### src/rtl/loader_pkg.sv
// Shared types and widths for the UART program loader.
// UART_PARITY_EN adds an even-parity bit and the PARITY receiver state.
package loader_pkg;

  localparam int DATA_BITS = 8;
  localparam int WORD_W    = 16;

  typedef enum logic [2:0] {
    IDLE,
    START,
    DATA,
`ifdef UART_PARITY_EN
    PARITY,
`endif
    STOP
  } rx_state_t;

  typedef enum logic {
    PH_HI,
    PH_LO
  } phase_t;

endpackage

### src/rtl/uart_rx_byte.sv
// UART byte receiver: rx synchronizer, bit timer and frame FSM.
// UART_PARITY_EN inserts an even-parity check before the stop bit.
module uart_rx_byte
  import loader_pkg::*;
#(
  parameter int CLKS_PER_BIT = 434
) (
  input  logic                 clk,
  input  logic                 reset,
  input  logic                 rx,
  input  logic                 load_en,
  output logic [DATA_BITS-1:0] byte_data,
  output logic                 byte_valid,
  output logic                 byte_err,
  output logic                 busy
);

  localparam logic [15:0] FULL = 16'(CLKS_PER_BIT - 1);
  localparam logic [15:0] HALF = 16'(CLKS_PER_BIT / 2 - 1);
  localparam logic [2:0]  LAST = 3'(DATA_BITS - 1);

  rx_state_t   state;
  logic [15:0] cnt;
  logic [2:0]  bit_idx;
  logic        rx_s1;
  logic        rx_s2;
  logic        rx_q;
  logic        tick;

  always_comb begin
    tick = (state == START) ? (cnt == HALF)
                            : (cnt == FULL);
  end

  // Accept/reject pulses fire on the sampling cycle itself
  always_comb begin
    byte_valid = 1'b0;
    byte_err   = 1'b0;
    if (load_en && tick) begin
      unique case (state)
        STOP: begin
          byte_valid = rx_s2;
          byte_err   = !rx_s2;
        end
`ifdef UART_PARITY_EN
        PARITY: byte_err = (^byte_data) ^ rx_s2;
`endif
        default: ;
      endcase
    end
  end

  always_ff @(posedge clk) begin
    if (reset) begin
      rx_s1     <= 1'b1;
      rx_s2     <= 1'b1;
      rx_q      <= 1'b1;
      state     <= IDLE;
      cnt       <= '0;
      bit_idx   <= '0;
      byte_data <= '0;
      busy      <= 1'b0;
    end else begin
      rx_s1 <= rx;
      rx_s2 <= rx_s1;
      rx_q  <= rx_s2;
      if (!load_en) begin
        state <= IDLE;
        cnt   <= '0;
        busy  <= 1'b0;
      end else begin
        unique case (state)
          IDLE: begin
            if (!rx_s2 && rx_q) begin
              state <= START;
              cnt   <= '0;
              busy  <= 1'b1;
            end
          end
          START: begin
            if (tick) begin
              cnt     <= '0;
              bit_idx <= '0;
              if (rx_s2) begin
                state <= IDLE;
                busy  <= 1'b0;
              end else begin
                state <= DATA;
              end
            end else begin
              cnt <= cnt + 16'd1;
            end
          end
          DATA: begin
            if (tick) begin
              cnt       <= '0;
              byte_data <= {rx_s2, byte_data[DATA_BITS-1:1]};
              bit_idx   <= bit_idx + 3'd1;
              if (bit_idx == LAST) begin
`ifdef UART_PARITY_EN
                state <= PARITY;
`else
                state <= STOP;
`endif
              end
            end else begin
              cnt <= cnt + 16'd1;
            end
          end
`ifdef UART_PARITY_EN
          PARITY: begin
            if (tick) begin
              cnt <= '0;
              if (byte_err) begin
                state <= IDLE;
                busy  <= 1'b0;
              end else begin
                state <= STOP;
              end
            end else begin
              cnt <= cnt + 16'd1;
            end
          end
`endif
          STOP: begin
            if (tick) begin
              cnt   <= '0;
              state <= IDLE;
              busy  <= 1'b0;
            end else begin
              cnt <= cnt + 16'd1;
            end
          end
          default: begin
            state <= IDLE;
            busy  <= 1'b0;
          end
        endcase
      end
    end
  end

endmodule

### src/rtl/uart_program_loader.sv
// Assembles UART bytes into 16-bit program words for the programmer.
// UART_PARITY_EN enables even parity in the byte receiver.
module uart_program_loader
  import loader_pkg::*;
#(
  parameter int CLKS_PER_BIT = 434,
  parameter int ROM_DEPTH    = 16384
) (
  input  logic              clk,
  input  logic              reset,
  input  logic              rx,
  input  logic              load_en,
  output logic [WORD_W-1:0] programOut,
  output logic              LMout,
  output logic [14:0]       word_count,
  output logic              busy,
  output logic              frame_err,
  output logic              overflow
);

  localparam logic [14:0] DEPTH = 15'(ROM_DEPTH);

  logic [DATA_BITS-1:0] byte_data;
  logic [DATA_BITS-1:0] hi_byte;
  logic                 byte_valid;
  logic                 byte_err;
  logic                 load_en_q;
  phase_t               phase;

  uart_rx_byte #(
    .CLKS_PER_BIT(CLKS_PER_BIT)
  ) u_rx (
    .clk       (clk),
    .reset     (reset),
    .rx        (rx),
    .load_en   (load_en),
    .byte_data (byte_data),
    .byte_valid(byte_valid),
    .byte_err  (byte_err),
    .busy      (busy)
  );

  always_ff @(posedge clk) begin
    if (reset) begin
      programOut <= '0;
      LMout      <= 1'b0;
      word_count <= '0;
      frame_err  <= 1'b0;
      overflow   <= 1'b0;
      hi_byte    <= '0;
      load_en_q  <= 1'b0;
      phase      <= PH_HI;
    end else begin
      LMout     <= 1'b0;
      load_en_q <= load_en;
      if (load_en && !load_en_q) begin
        word_count <= '0;
        frame_err  <= 1'b0;
        overflow   <= 1'b0;
        phase      <= PH_HI;
      end else if (!load_en) begin
        phase <= PH_HI;
      end else if (byte_err) begin
        frame_err <= 1'b1;
        phase     <= PH_HI;
      end else if (byte_valid) begin
        if (phase == PH_HI) begin
          hi_byte <= byte_data;
          phase   <= PH_LO;
        end else begin
          phase <= PH_HI;
          // Words beyond the ROM are flagged, never emitted
          if (word_count == DEPTH) begin
            overflow <= 1'b1;
          end else begin
            programOut <= {hi_byte, byte_data};
            LMout      <= 1'b1;
            word_count <= word_count + 15'd1;
          end
        end
      end
    end
  end

endmodule
### config.mk
export PLATFORM = sky130hd
export DESIGN_NAME = uart_program_loader
export DESIGN_NICKNAME = d
export VERILOG_FILES = /design/src/rtl/loader_pkg.sv /design/src/rtl/uart_rx_byte.sv /design/src/rtl/uart_program_loader.sv
export SDC_FILE = /design/constraint.sdc
export NUM_CORES = 1
export LEC_CHECK = 0
export CAP_MARGIN = 10
export CELL_PAD_IN_SITES_DETAIL_PLACEMENT = 2
export CELL_PAD_IN_SITES_GLOBAL_PLACEMENT = 2
export CORE_ASPECT_RATIO = 0.6
export CORE_UTILIZATION = 25
export CTS_CLUSTER_SIZE = 20
export DETAILED_ROUTE_END_ITERATION = 6
export HOLD_SLACK_MARGIN = 0.08
export MAX_ROUTING_LAYER = met4
export PLACE_DENSITY_LB_ADDON = 0.2
export SYNTH_ARGS = -nofsm -noshare
export SYNTH_HDL_FRONTEND = slang
export SYNTH_SLANG_ARGS = --single-unit
### constraint.sdc
create_clock -name clk -period 2.8 [get_ports clk]
set_clock_uncertainty 0.05 [all_clocks]
set_input_delay 0.42 -clock clk [delete_from_list [all_inputs] [get_ports clk]]
set_output_delay 0.42 -clock clk [all_outputs]
set_load 0.01 [all_outputs]
==> flow_results.org <==
** Clock network
- The number of gates resized after CTS was 0.
- CTS built an H-tree with a depth of 3.
- After clock tree synthesis, the clock-pin slew on the worst setup and hold paths is 0.06 ns.
- Hold repair after CTS inserted 0 buffers.
- Clock latency reported for the late side of the worst-skew pair :: approximately 0.34 ns
- Number of sinks handled by clock tree synthesis :: 77
- No sink is reached through more buffers than the 2 on the longest clock path.
- TritonCTS built the clock tree.
- Once the clock tree was built, the setup fixing pass inserted 0 buffers.
- CTS root buf :: sky130_fd_sc_hd__clkbuf_16
- CTS Buf Count :: 9

** Route
- Antenna Violating Nets Remaining :: 0
- Sum of routed wire length over all layers :: 11.8 mm
- For this block, the via count after detailed routing is between 3,000 and 4,000.
- Using the TritonRoute via totals, the vias-per-cell ratio works out to 5.09.
- DRC violations left :: 0
- The first routing iteration left 185 violations.
- Average detailed-routed wire length per instance :: 17.6 um
- For this run, the detailed router's first-pass iteration total came to 4.

** Global route
- First-pass GRT wire length :: 19.5 mm
- Maximum number of pins on one net before global-route repair :: between 40 and 50
- The number of global-route vias before repair was 3,601.
- Global route overflow :: 0
- Total routing resource utilization after global routing :: 16.2%
- The initial antenna violation count is 0.

** Synthesis
- For this run, the leading register cell type out of synthesis is sky130_fd_sc_hd__dfxtp_1.
- Post-Syn Instances :: 427
- For this run, the number of Yosys warnings is 0.
- Register bit count reported by yosys :: 77
- Average cell area after synthesis :: about 8.9 um2
- The synthesized design contains 0 enable-type register cells.
- Syn Nets :: 441
- For this run, asynchronously set or reset flops after synthesis account for 0%.
- In this run, distinct cell masters in the synthesized netlist total 52.
- Summing every instance area after synthesis gives 3780 um2.
- Of the synthesized area, sequential elements account for 40.8%.

** Critical path
- Capturing element type of the critical path :: flip-flop
- At the worst endpoint, the arrival time is 2.78 ns.
- For the worst setup path, the data required time is approximately 3 ns.
- The worst register-to-register path has a depth of 7.
- The worst setup path is launched from a flip-flop.
- Along the worst path, the maximum fanout reaches 18.
- R2R setup slack :: 0.22 ns
- Critical path start-end classification :: reg -> reg
- Start of the worst register-to-register path :: u_rx.state[1]
- The endpoint identified for the worst register-to-register timing path is word_count[10].
- The most critical setup path has its endpoint at word_count[10].
- First element of the critical path :: u_rx.state[1]

** Die
- Measured along the y axis, the die boundary spans 97.3 um.
- 39 I/O pins were placed.
- The die covers about 16,000 um2.
- The core region is approximately 15,000 um2.
- Measured along the x axis, the die boundary spans 161 um.
- The initialized floorplan defines 34 standard-cell rows.
- Starting Density :: 25.8%

** Final layout
- Compared with the post-synthesis result, the final layout area differs by 25.5%.
- For this run, the number of standard cells in the final layout without fillers is about 670.
- Number of nets in the layout :: 483
- Share of final-layout standard cells stronger than drive strength 1 :: between 10% and 20%
- Total inserted antenna cells :: 0
- The filler cells instantiated in the layout total roughly 1,700.
- With fillers left out, the area of the finished cells amounts to 4740 um2.

** STA
- For this run, the top clock speed supported by timing is a little under 0.4 GHz.
- Finish-stage setup viols :: 0
- Actual slew at the worst max-slew pin :: 0.706 ns
- Final worst path period share :: 92.1%
- RSZ-0062 raised after global routing :: no
- Tmin final :: 2.58 ns
- The final hold violation count was 0.
- Final hold analysis gives a worst-case slack of 0.381 ns.
- Relative slew margins :: roughly 53%
- The total count of max-transition violations in the final report was 0.
- After routing, the total negative slack on setup checks comes to 0 ns.

** Min path
- In this run the most critical hold path is launched from u_rx.rx_s1.
- Type of the tightest min-delay check :: reg -> reg

** Run
- Maxcap violations :: 0

** Place
- Input/output buffers :: 38
- Hpwl dp :: 8.72 mm
- Total placed cells including tap cells :: 656
- Total cell area at the placement stage :: 4410 um2
- Placer congestion estimate :: between 0.7 and 0.8

** Outcome
- Status :: complete, no violations

** Power
- Reported leakage power :: 0.00152 uW
- Power, Total :: 2490 uW
- Power density relative to cell area :: between 500 and 600 nW/um2
- Across the VDD grid, the largest voltage drop is 0.304 mV.
## Yosys cell counts (all sizes together), types with 8 or more instances
library cell  instances  area (um2)
dfxtp                77        1540
a21oi                36         180
nand4                33         243
nor2                 33         124
o21ai                28         140
nand2b               24         150
nand2                22        82.6
mux2i                19         194
clkbuf               15        56.3
ha                   10         125
nand3                10        50.1
inv                   9        33.8
nor3                  9        67.6
xor2                  9        78.8
nor4                  8        50.1
## flip-flops by register name (all words and copies together) (netlist names)
register        flops
LMout               1
frame_err           1
hi_byte             8
load_en_q           1
overflow            1
phase               1
programOut         16
u_rx.bit_idx        3
u_rx.busy           1
u_rx.byte_data      8
u_rx.cnt           16
u_rx.rx_q           1
u_rx.rx_s1          1
u_rx.rx_s2          1
u_rx.state          2
word_count         15
## worst max-delay path: stages, from the launching register on
cell and delay, ns:
sky130_fd_sc_hd__dfxtp_1 0.34, sky130_fd_sc_hd__inv_1 0.13, sky130_fd_sc_hd__ha_1 0.40, sky130_fd_sc_hd__xor2_1 0.28, sky130_fd_sc_hd__and4_1 0.30, sky130_fd_sc_hd__nand4_4 0.25, sky130_fd_sc_hd__or4_1 0.58, sky130_fd_sc_hd__a21oi_1 0.15
## layout make-up
class                           instances  area, um2  share of cell area (%)
Multi-Input combinational cell        319       2100                    44.2
Timing Repair Buffer                   53        493                    10.4
Tap cell                              198        248                    5.22
Clock buffer                           10        239                    5.04
Sequential cell                        77       1540                    32.5
Clock inverter                          6       93.8                    1.98
Inverter                                9       33.8                   0.712
## per-stage QoR
stage	worst slack [ns]	utilization, %
detailed placement	0.261	30.1
floorplan	0.614	-
CTS	0.209	32.4
finish	0.222	32.4
global placement	0.372	30.1
global route	0.0000420	32.4
## layout by cell type, fill, tap and decap left out, types with 15 or more instances in the layout
| cell | instances |
|---|---|
| sky130_fd_sc_hd__mux2i_1 | 18 |
| sky130_fd_sc_hd__dfxtp_1 | 77 |
| sky130_fd_sc_hd__a21oi_1 | 36 |
| sky130_fd_sc_hd__nand2_1 | 22 |
| sky130_fd_sc_hd__nor2_1 | 33 |
| sky130_fd_sc_hd__buf_4 | 15 |
| sky130_fd_sc_hd__nand2b_1 | 24 |
| sky130_fd_sc_hd__clkdlybuf4s50_1 | 38 |
| sky130_fd_sc_hd__o21ai_0 | 28 |
| sky130_fd_sc_hd__nand4_1 | 30 |
## layer usage
layer  up-vias  part of all wire, %  GRT usage [%]
met2        45                   42           22.5
met1      1703                   55           23.7
met5         -                    0              -
met3         9                  2.5           3.29
met4         0                 0.66           3.70
li1       1663                    -              -
## cell families after synthesis
logic type	after synthesis	synth area share [%]
XOR/XNOR	13	3.01
AND/OR/NAND/NOR	187	29.9
multiplexers	20	5.53
flip-flops	77	40.8
AO/OA/AOI/OAI	89	13.7
adder cells (fa/ha/maj)	10	3.31
buffers and inverters	31	3.80
## power breakdown
group	leakage, uW	switching [uW]	internal, uW
clock	0.000159	494	812
sequential	0.000621	4.42	1100
combinational	0.000735	57.2	26.5
total	0.00152	556	1940
## worst min-delay path by stage
stage,endpoint,depth (start not counted)
after floorplan,u_rx.rx_s2,1
after global placement,u_rx.rx_s2,1
after detailed placement,u_rx.rx_s2,1
after CTS,u_rx.rx_s2,1
after global routing,u_rx.rx_s2,1
final,u_rx.rx_s2,1
Power figures use the tool's default switching activity.
